**config.mk**
```make
export PLATFORM = sky130hd
export DESIGN_NAME = aes_key_expander
export DESIGN_NICKNAME = d
export VERILOG_FILES = /design/src/rtl/aes_pkg.sv /design/src/rtl/aes_sbox.sv /design/src/rtl/aes_key_expander.sv
export SDC_FILE = /design/constraint.sdc
export NUM_CORES = 2
export LEC_CHECK = 0
export BUFFER_PORTS_ARGS = -buffer_cell sky130_fd_sc_hd__buf_2
export CORE_MARGIN = 5
export CORE_UTILIZATION = 40
export DETAILED_ROUTE_END_ITERATION = 10
export GPL_TIMING_DRIVEN = 0
export PLACE_DENSITY = 0.59
export SLEW_MARGIN = 20
export SYNTH_ARGS = -nofsm -noshare
export SYNTH_HDL_FRONTEND = slang
export SYNTH_SLANG_ARGS = --single-unit
export TNS_END_PERCENT = 100
```
**constraint.sdc**
```tcl
create_clock -name clk -period 16 [get_ports clk]
set_input_delay 1.6 -clock clk [delete_from_list [all_inputs] [get_ports clk]]
set_output_delay 1.6 -clock clk [all_outputs]
set_load 0.02 [all_outputs]
```
**src/rtl/aes_pkg.sv**
```systemverilog
// Shared AES-128 types, constants and small helpers used by the key schedule
// and the cipher datapath.
package aes_pkg;

   localparam int AES_NR = 10;
   localparam int AES_NK = 4;

   typedef logic [31:0]  aes_word_t;
   typedef logic [127:0] aes_block_t;

   typedef enum logic [1:0] {
      IDLE,
      EXPAND,
      DONE
   } ke_state_t;

   localparam logic [7:0] RCON [1:10] = '{
      8'h01, 8'h02, 8'h04, 8'h08, 8'h10,
      8'h20, 8'h40, 8'h80, 8'h1b, 8'h36
   };

   // Round constant for round i; rounds outside 1..10 contribute nothing.
   function automatic logic [7:0] rcon_of(input logic [3:0] i);
      if (i >= 4'd1 && i <= 4'd10)
         return RCON[i];
      else
         return 8'h00;
   endfunction

   function automatic aes_word_t rot_word(input aes_word_t w);
      return {w[23:0], w[31:24]};
   endfunction

endpackage

```
**src/rtl/aes_sbox.sv**
```systemverilog
// AES forward S-box: purely combinational 8-bit substitution lookup.
module aes_sbox (
   input  logic [7:0] din,
   output logic [7:0] dout
);

   localparam logic [0:255][7:0] SBOX = {
      8'h63, 8'h7c, 8'h77, 8'h7b, 8'hf2, 8'h6b, 8'h6f, 8'hc5, 8'h30, 8'h01, 8'h67, 8'h2b, 8'hfe, 8'hd7, 8'hab, 8'h76,
      8'hca, 8'h82, 8'hc9, 8'h7d, 8'hfa, 8'h59, 8'h47, 8'hf0, 8'had, 8'hd4, 8'ha2, 8'haf, 8'h9c, 8'ha4, 8'h72, 8'hc0,
      8'hb7, 8'hfd, 8'h93, 8'h26, 8'h36, 8'h3f, 8'hf7, 8'hcc, 8'h34, 8'ha5, 8'he5, 8'hf1, 8'h71, 8'hd8, 8'h31, 8'h15,
      8'h04, 8'hc7, 8'h23, 8'hc3, 8'h18, 8'h96, 8'h05, 8'h9a, 8'h07, 8'h12, 8'h80, 8'he2, 8'heb, 8'h27, 8'hb2, 8'h75,
      8'h09, 8'h83, 8'h2c, 8'h1a, 8'h1b, 8'h6e, 8'h5a, 8'ha0, 8'h52, 8'h3b, 8'hd6, 8'hb3, 8'h29, 8'he3, 8'h2f, 8'h84,
      8'h53, 8'hd1, 8'h00, 8'hed, 8'h20, 8'hfc, 8'hb1, 8'h5b, 8'h6a, 8'hcb, 8'hbe, 8'h39, 8'h4a, 8'h4c, 8'h58, 8'hcf,
      8'hd0, 8'hef, 8'haa, 8'hfb, 8'h43, 8'h4d, 8'h33, 8'h85, 8'h45, 8'hf9, 8'h02, 8'h7f, 8'h50, 8'h3c, 8'h9f, 8'ha8,
      8'h51, 8'ha3, 8'h40, 8'h8f, 8'h92, 8'h9d, 8'h38, 8'hf5, 8'hbc, 8'hb6, 8'hda, 8'h21, 8'h10, 8'hff, 8'hf3, 8'hd2,
      8'hcd, 8'h0c, 8'h13, 8'hec, 8'h5f, 8'h97, 8'h44, 8'h17, 8'hc4, 8'ha7, 8'h7e, 8'h3d, 8'h64, 8'h5d, 8'h19, 8'h73,
      8'h60, 8'h81, 8'h4f, 8'hdc, 8'h22, 8'h2a, 8'h90, 8'h88, 8'h46, 8'hee, 8'hb8, 8'h14, 8'hde, 8'h5e, 8'h0b, 8'hdb,
      8'he0, 8'h32, 8'h3a, 8'h0a, 8'h49, 8'h06, 8'h24, 8'h5c, 8'hc2, 8'hd3, 8'hac, 8'h62, 8'h91, 8'h95, 8'he4, 8'h79,
      8'he7, 8'hc8, 8'h37, 8'h6d, 8'h8d, 8'hd5, 8'h4e, 8'ha9, 8'h6c, 8'h56, 8'hf4, 8'hea, 8'h65, 8'h7a, 8'hae, 8'h08,
      8'hba, 8'h78, 8'h25, 8'h2e, 8'h1c, 8'ha6, 8'hb4, 8'hc6, 8'he8, 8'hdd, 8'h74, 8'h1f, 8'h4b, 8'hbd, 8'h8b, 8'h8a,
      8'h70, 8'h3e, 8'hb5, 8'h66, 8'h48, 8'h03, 8'hf6, 8'h0e, 8'h61, 8'h35, 8'h57, 8'hb9, 8'h86, 8'hc1, 8'h1d, 8'h9e,
      8'he1, 8'hf8, 8'h98, 8'h11, 8'h69, 8'hd9, 8'h8e, 8'h94, 8'h9b, 8'h1e, 8'h87, 8'he9, 8'hce, 8'h55, 8'h28, 8'hdf,
      8'h8c, 8'ha1, 8'h89, 8'h0d, 8'hbf, 8'he6, 8'h42, 8'h68, 8'h41, 8'h99, 8'h2d, 8'h0f, 8'hb0, 8'h54, 8'hbb, 8'h16
   };

   assign dout = SBOX[din];

endmodule

```
**src/rtl/aes_key_expander.sv**
```systemverilog
// Iterative AES-128 key schedule: one round key per cycle into an 11-entry
// round-key store, read back by index through a registered port.
module aes_key_expander
   import aes_pkg::*;
#(
   parameter int NR    = AES_NR,
   parameter int KEY_W = 128
) (
   input  logic             clk,
   input  logic             rst,
   input  logic             key_valid,
   output logic             key_ready,
   input  logic [KEY_W-1:0] key,
   output logic             busy,
   output logic             keys_valid,
   input  logic [3:0]       rk_rd_idx,
   output logic [KEY_W-1:0] rk_rd_data
);

   ke_state_t        state_reg;
   logic [3:0]       round_reg;
   aes_block_t       w_reg;
   logic             key_ready_reg;
   logic             busy_reg;
   logic             keys_valid_reg;
   logic [KEY_W-1:0] rd_data_reg;

   aes_block_t       rk_mem [0:NR];

   logic             accept;
   aes_word_t        rot_w;
   aes_word_t        sub_w;
   aes_word_t        t_word;
   aes_word_t        w_words [0:3];
   aes_word_t        w_next_words [0:3];
   aes_block_t       w_next;

   logic             wr_en;
   logic [3:0]       wr_idx;
   aes_block_t       wr_data;

   assign accept = key_valid && key_ready_reg;

   // SubWord(RotWord(last word)) with the round constant folded into the top byte.
   assign rot_w = rot_word(w_reg[31:0]);

   generate
      for (genvar gi = 0; gi < 4; gi++) begin : g_subword
         aes_sbox u_sbox (
            .din  (rot_w[gi*8 +: 8]),
            .dout (sub_w[gi*8 +: 8])
         );
      end
   endgenerate

   assign t_word = sub_w ^ {rcon_of(round_reg), 24'h000000};

   // Words are chained: each new word folds in the freshly computed one before it.
   generate
      for (genvar gi = 0; gi < 4; gi++) begin : g_words
         assign w_words[gi] = w_reg[127 - gi*32 -: 32];
         if (gi == 0) begin : g_first
            assign w_next_words[gi] = w_words[gi] ^ t_word;
         end else begin : g_chain
            assign w_next_words[gi] = w_words[gi] ^ w_next_words[gi-1];
         end
         assign w_next[127 - gi*32 -: 32] = w_next_words[gi];
      end
   endgenerate

   always_ff @(posedge clk) begin
      if (rst) begin
         state_reg      <= IDLE;
         round_reg      <= 4'd0;
         w_reg          <= '0;
         key_ready_reg  <= 1'b1;
         busy_reg       <= 1'b0;
         keys_valid_reg <= 1'b0;
      end else begin
         case (state_reg)
            IDLE, DONE: begin
               if (accept) begin
                  w_reg          <= key;
                  round_reg      <= 4'd1;
                  state_reg      <= EXPAND;
                  key_ready_reg  <= 1'b0;
                  busy_reg       <= 1'b1;
                  keys_valid_reg <= 1'b0;
               end
            end
            EXPAND: begin
               w_reg     <= w_next;
               round_reg <= round_reg + 4'd1;
               if (round_reg == 4'(NR)) begin
                  state_reg      <= DONE;
                  key_ready_reg  <= 1'b1;
                  busy_reg       <= 1'b0;
                  keys_valid_reg <= 1'b1;
               end
            end
            default: begin
               state_reg      <= IDLE;
               key_ready_reg  <= 1'b1;
               busy_reg       <= 1'b0;
               keys_valid_reg <= 1'b0;
            end
         endcase
      end
   end

   // Single write port: the cipher key lands in slot 0, expanded rounds follow.
   always_comb begin
      wr_en   = 1'b0;
      wr_idx  = 4'd0;
      wr_data = key;
      if (!rst) begin
         if (accept) begin
            wr_en = 1'b1;
         end else if (state_reg == EXPAND) begin
            wr_en   = 1'b1;
            wr_idx  = round_reg;
            wr_data = w_next;
         end
      end
   end

   always_ff @(posedge clk) begin
      if (wr_en)
         rk_mem[wr_idx] <= wr_data;
   end

   // A re-key accept drops keys_valid, so the read in that same cycle returns zero.
   always_ff @(posedge clk) begin
      if (rst)
         rd_data_reg <= '0;
      else if (keys_valid_reg && !accept && rk_rd_idx <= 4'(NR))
         rd_data_reg <= rk_mem[rk_rd_idx];
      else
         rd_data_reg <= '0;
   end

   assign key_ready  = key_ready_reg;
   assign busy       = busy_reg;
   assign keys_valid = keys_valid_reg;
   assign rk_rd_data = rd_data_reg;

endmodule

```
==> flow_summary.toml <==
[run_status]
status = "complete, no violations"

[power_and_ir_drop]
pwr-share-seq = 0.359
p_comb_frac = 0.367
netSwitchingFraction = 0.385
internal-power_uw = 8630
p_per_area_nw_per_um2 = 146
irDropWorstVdd_mv = 0.106
power.switching_uw = 5410
pwr-share-clk = 0.274
leakage_uw = 0.0329

[grt]
grt-ovfl-total = 0
grt_pass1_wl_um = 531000
gr-usage-all-layers = 0.351
grt_max_degree = 23
antenna_found_initial = 50
grt_pass1_vias = 64000

[yosys]
synth-seq-cells = 1672
synth.distinct_cells = 114
syn-num-nets = 6811
synth_enable_flop_cells = 1408
netlist_instances = 6609
synth_area_leaders = "edfxtp_1 51%, mux4_2 8.4%, dfxtp_1 6.4%, a211oi_1 3.0%, a21oi_1 2.2%"
synth-seq-area-share = 0.574
post_synth.cell_area_avg_um2 = 12.5
yosysTopAreaCellShare = 0.511
netlist_area_um2 = 82800
yosysWarnings = 0
synthArstFlopShare = 0
yosysTopAreaCell = "edfxtp_1"
synth_flop_cell = "edfxtp_1"

[worst_setup_path]
cp-end-kind = "flip-flop"
arrival_ps = 7870
crit_start = "w_reg[9]"
r2r-end = "rk_mem[9][49]"
start_kind = "flip-flop"
r2r_cells = 13
r2r_slack_ps = 8590
path_class = "reg -> reg"
critPathCapture = "rk_mem[9][49]"
r2r_start = "w_reg[9]"
required_ps = 16460
worst-path-max-fanout = 16

[timing]
slew_violations = 0
finalCriticalPeriod_ps = 7410
max_freq_mhz = 135
rsz0062_at_grt = "false"
period_share = 0.463
hold_viol = 0
setup-violations-final = 0
tightest_slew_ps = 1330
max_slew_margin = 0.116
fin_skew_ps = 45.4

[drt]
wire_per_inst_um = 38.6
vias = 66100
drcViolationCount = 0
drtAntennaViolNets = 0
drt_iter0_drc = 9540
wl_um = 390000
drtPass1Iterations = 6
vias_per_cell = 6.54

[place]
dpl_cell_area_um2 = 90600
dp_hpwl_um = 289000
gp_congestion = 1.01
port_buffers = 262

[floorplan]
coreArea_um2 = 207000
dieArea_um2 = 216000
die_w_um = 465
rows = 167
die_y_um = 465
io_pins = 266
start_util = 0.401

[finish]
fin_util = 0.465
final_area_um2 = 96000
drive_gt1_frac = 0.189
area_growth_pct = 15.9
fillCellCount = 18700
largest_reg_flops = 1408
fin_nets = 7451

[clock_network]
root_buffer = "clkbuf_16"
cts_buffer_depth = 3
cts_setup_buffers = 0
cts_tree = "yes"
cts.reportedPaths.clkPinSlew_ps = 70
clkLatencyLatePin_ps = 810
postCtsHoldBufs = 0
numClockSinks = 1672
h-tree-depth = 4
cts_resized = 0
cts_inserted_buffers = 158

[flow_run]
maxCapViolCount = 0

[min_path]
hold_class = "reg -> reg"
cell usage in the layout, fill, tap and decap left out, types with 166 or more instances in the layout:
cell,Yosys,layout
clkbuf_16,0,166
edfxtp_1,1408,1408
buf_2,116,418
a211oi_1,326,325
mux2i_1,183,183
nor2_1,413,405
mux4_2,308,308
clkbuf_1,375,394
o21ai_0,306,207
nor2b_1,220,220
nand2_1,491,491
a21oi_1,370,370
dfxtp_1,264,264
critical path: stages, from the launching register on:
cell,delay [ps]
dfxtp_1,950
clkbuf_1,640
inv_1,620
ha_1,730
clkbuf_1,540
nand2_1,480
nand3_1,300
a21oi_1,100
o31ai_1,240
a211oi_1,160
a311oi_1,930
xnor2_2,290
xnor2_1,280
o21ai_1,760
power groups by stage:
| stage | Clock [uW] | Sequential, uW | Combinational [uW] |
|---|---|---|---|
| CTS | 3900 | 5030 | 4930 |
| detailed placement | 0 | 5120 | 4910 |
| finish | 3850 | 5040 | 5150 |
| global placement | 0 | 5150 | 4860 |
| global route | 4090 | 5040 | 5260 |
| floorplan | 0 | 5080 | 2830 |
cell usage after synthesis (20+ instances only):
library cell and instances:
a31oi_1 98, buf_1 75, o31ai_1 40, buf_2 116, xnor2_1 86, xor2_1 46
dfxtp_1 264, a211oi_1 326, and3_1 47, nor3b_1 30, nor3_1 115, inv_1 52
mux2_2 22, nand2b_1 131, nand3b_1 21, o21ai_0 306, nor2_1 413, a221oi_1 32
nor2b_1 220, a21oi_1 370, clkbuf_1 375, a22oi_1 31, a311oi_1 62, a211o_1 20
a2111oi_0 21, or3_1 46, nand3_1 119, mux4_2 308, ha_1 67, mux2i_1 183
nand4_1 25, a21o_1 32, edfxtp_1 1408, o21a_1 24, nand2_1 491, buf_4 32
o211ai_1 58, and2_1 49, nor4_1 21, or2_2 21, o311ai_0 34, o22ai_1 23
metrics by stage:
step	instances	TNS, ps	worst slack (ps)	hold slack [ps]	power, uW
2_1_floorplan	6609	0	202	459	7910
3_3_place_gp	9575	-6551730	-15260	482	10000
3_5_place_dp	9792	0	8860	490	10000
4_1_cts	10100	0	8850	501	13900
5_1_grt	10100	0	8550	530	14400
6_report	10100	0	8590	498	14000
cells by family after synthesis:
logic type / share of synthesized area
XOR/XNOR: 0.0216
flip-flops: 0.574
AND/OR/NAND/NOR: 0.106
buffers and inverters: 0.0356
AO/OA/AOI/OAI: 0.143
adder cells (fa/ha/maj): 0.0102
multiplexers: 0.109
final cells by class:
cell class,instances,area (um^2),share of cell area
plain buffers,615,2740,0.0286
well taps,2704,3380,0.0352
multi-input cells,4256,32600,0.340
clock inverters,70,793,0.00826
repair buffers,480,4080,0.0425
flip-flops and latches,1672,47600,0.496
inverters,66,248,0.00258
clock buffers,222,4500,0.0469
diodes,21,52.6,0.000547
per-layer routing:
| layer | global-route usage | share of wire |
|---|---|---|
| met1 | 0.459 | 0.39 |
| met4 | 0.224 | 0.079 |
| met2 | 0.532 | 0.44 |
| met3 | 0.0739 | 0.097 |
| met5 | 0 | 0.00029 |
worst min path at each step:
stage,start,end,depth (start not counted)
floorplan,w_reg[98],w_reg[98],2
global placement,w_reg[127],w_reg[127],2
detailed placement,w_reg[84],w_reg[84],2
CTS,w_reg[84],w_reg[84],2
global route,w_reg[120],w_reg[120],2
finish,w_reg[90],w_reg[90],2
No activity file was read; power rests on OpenSTA's default activity.
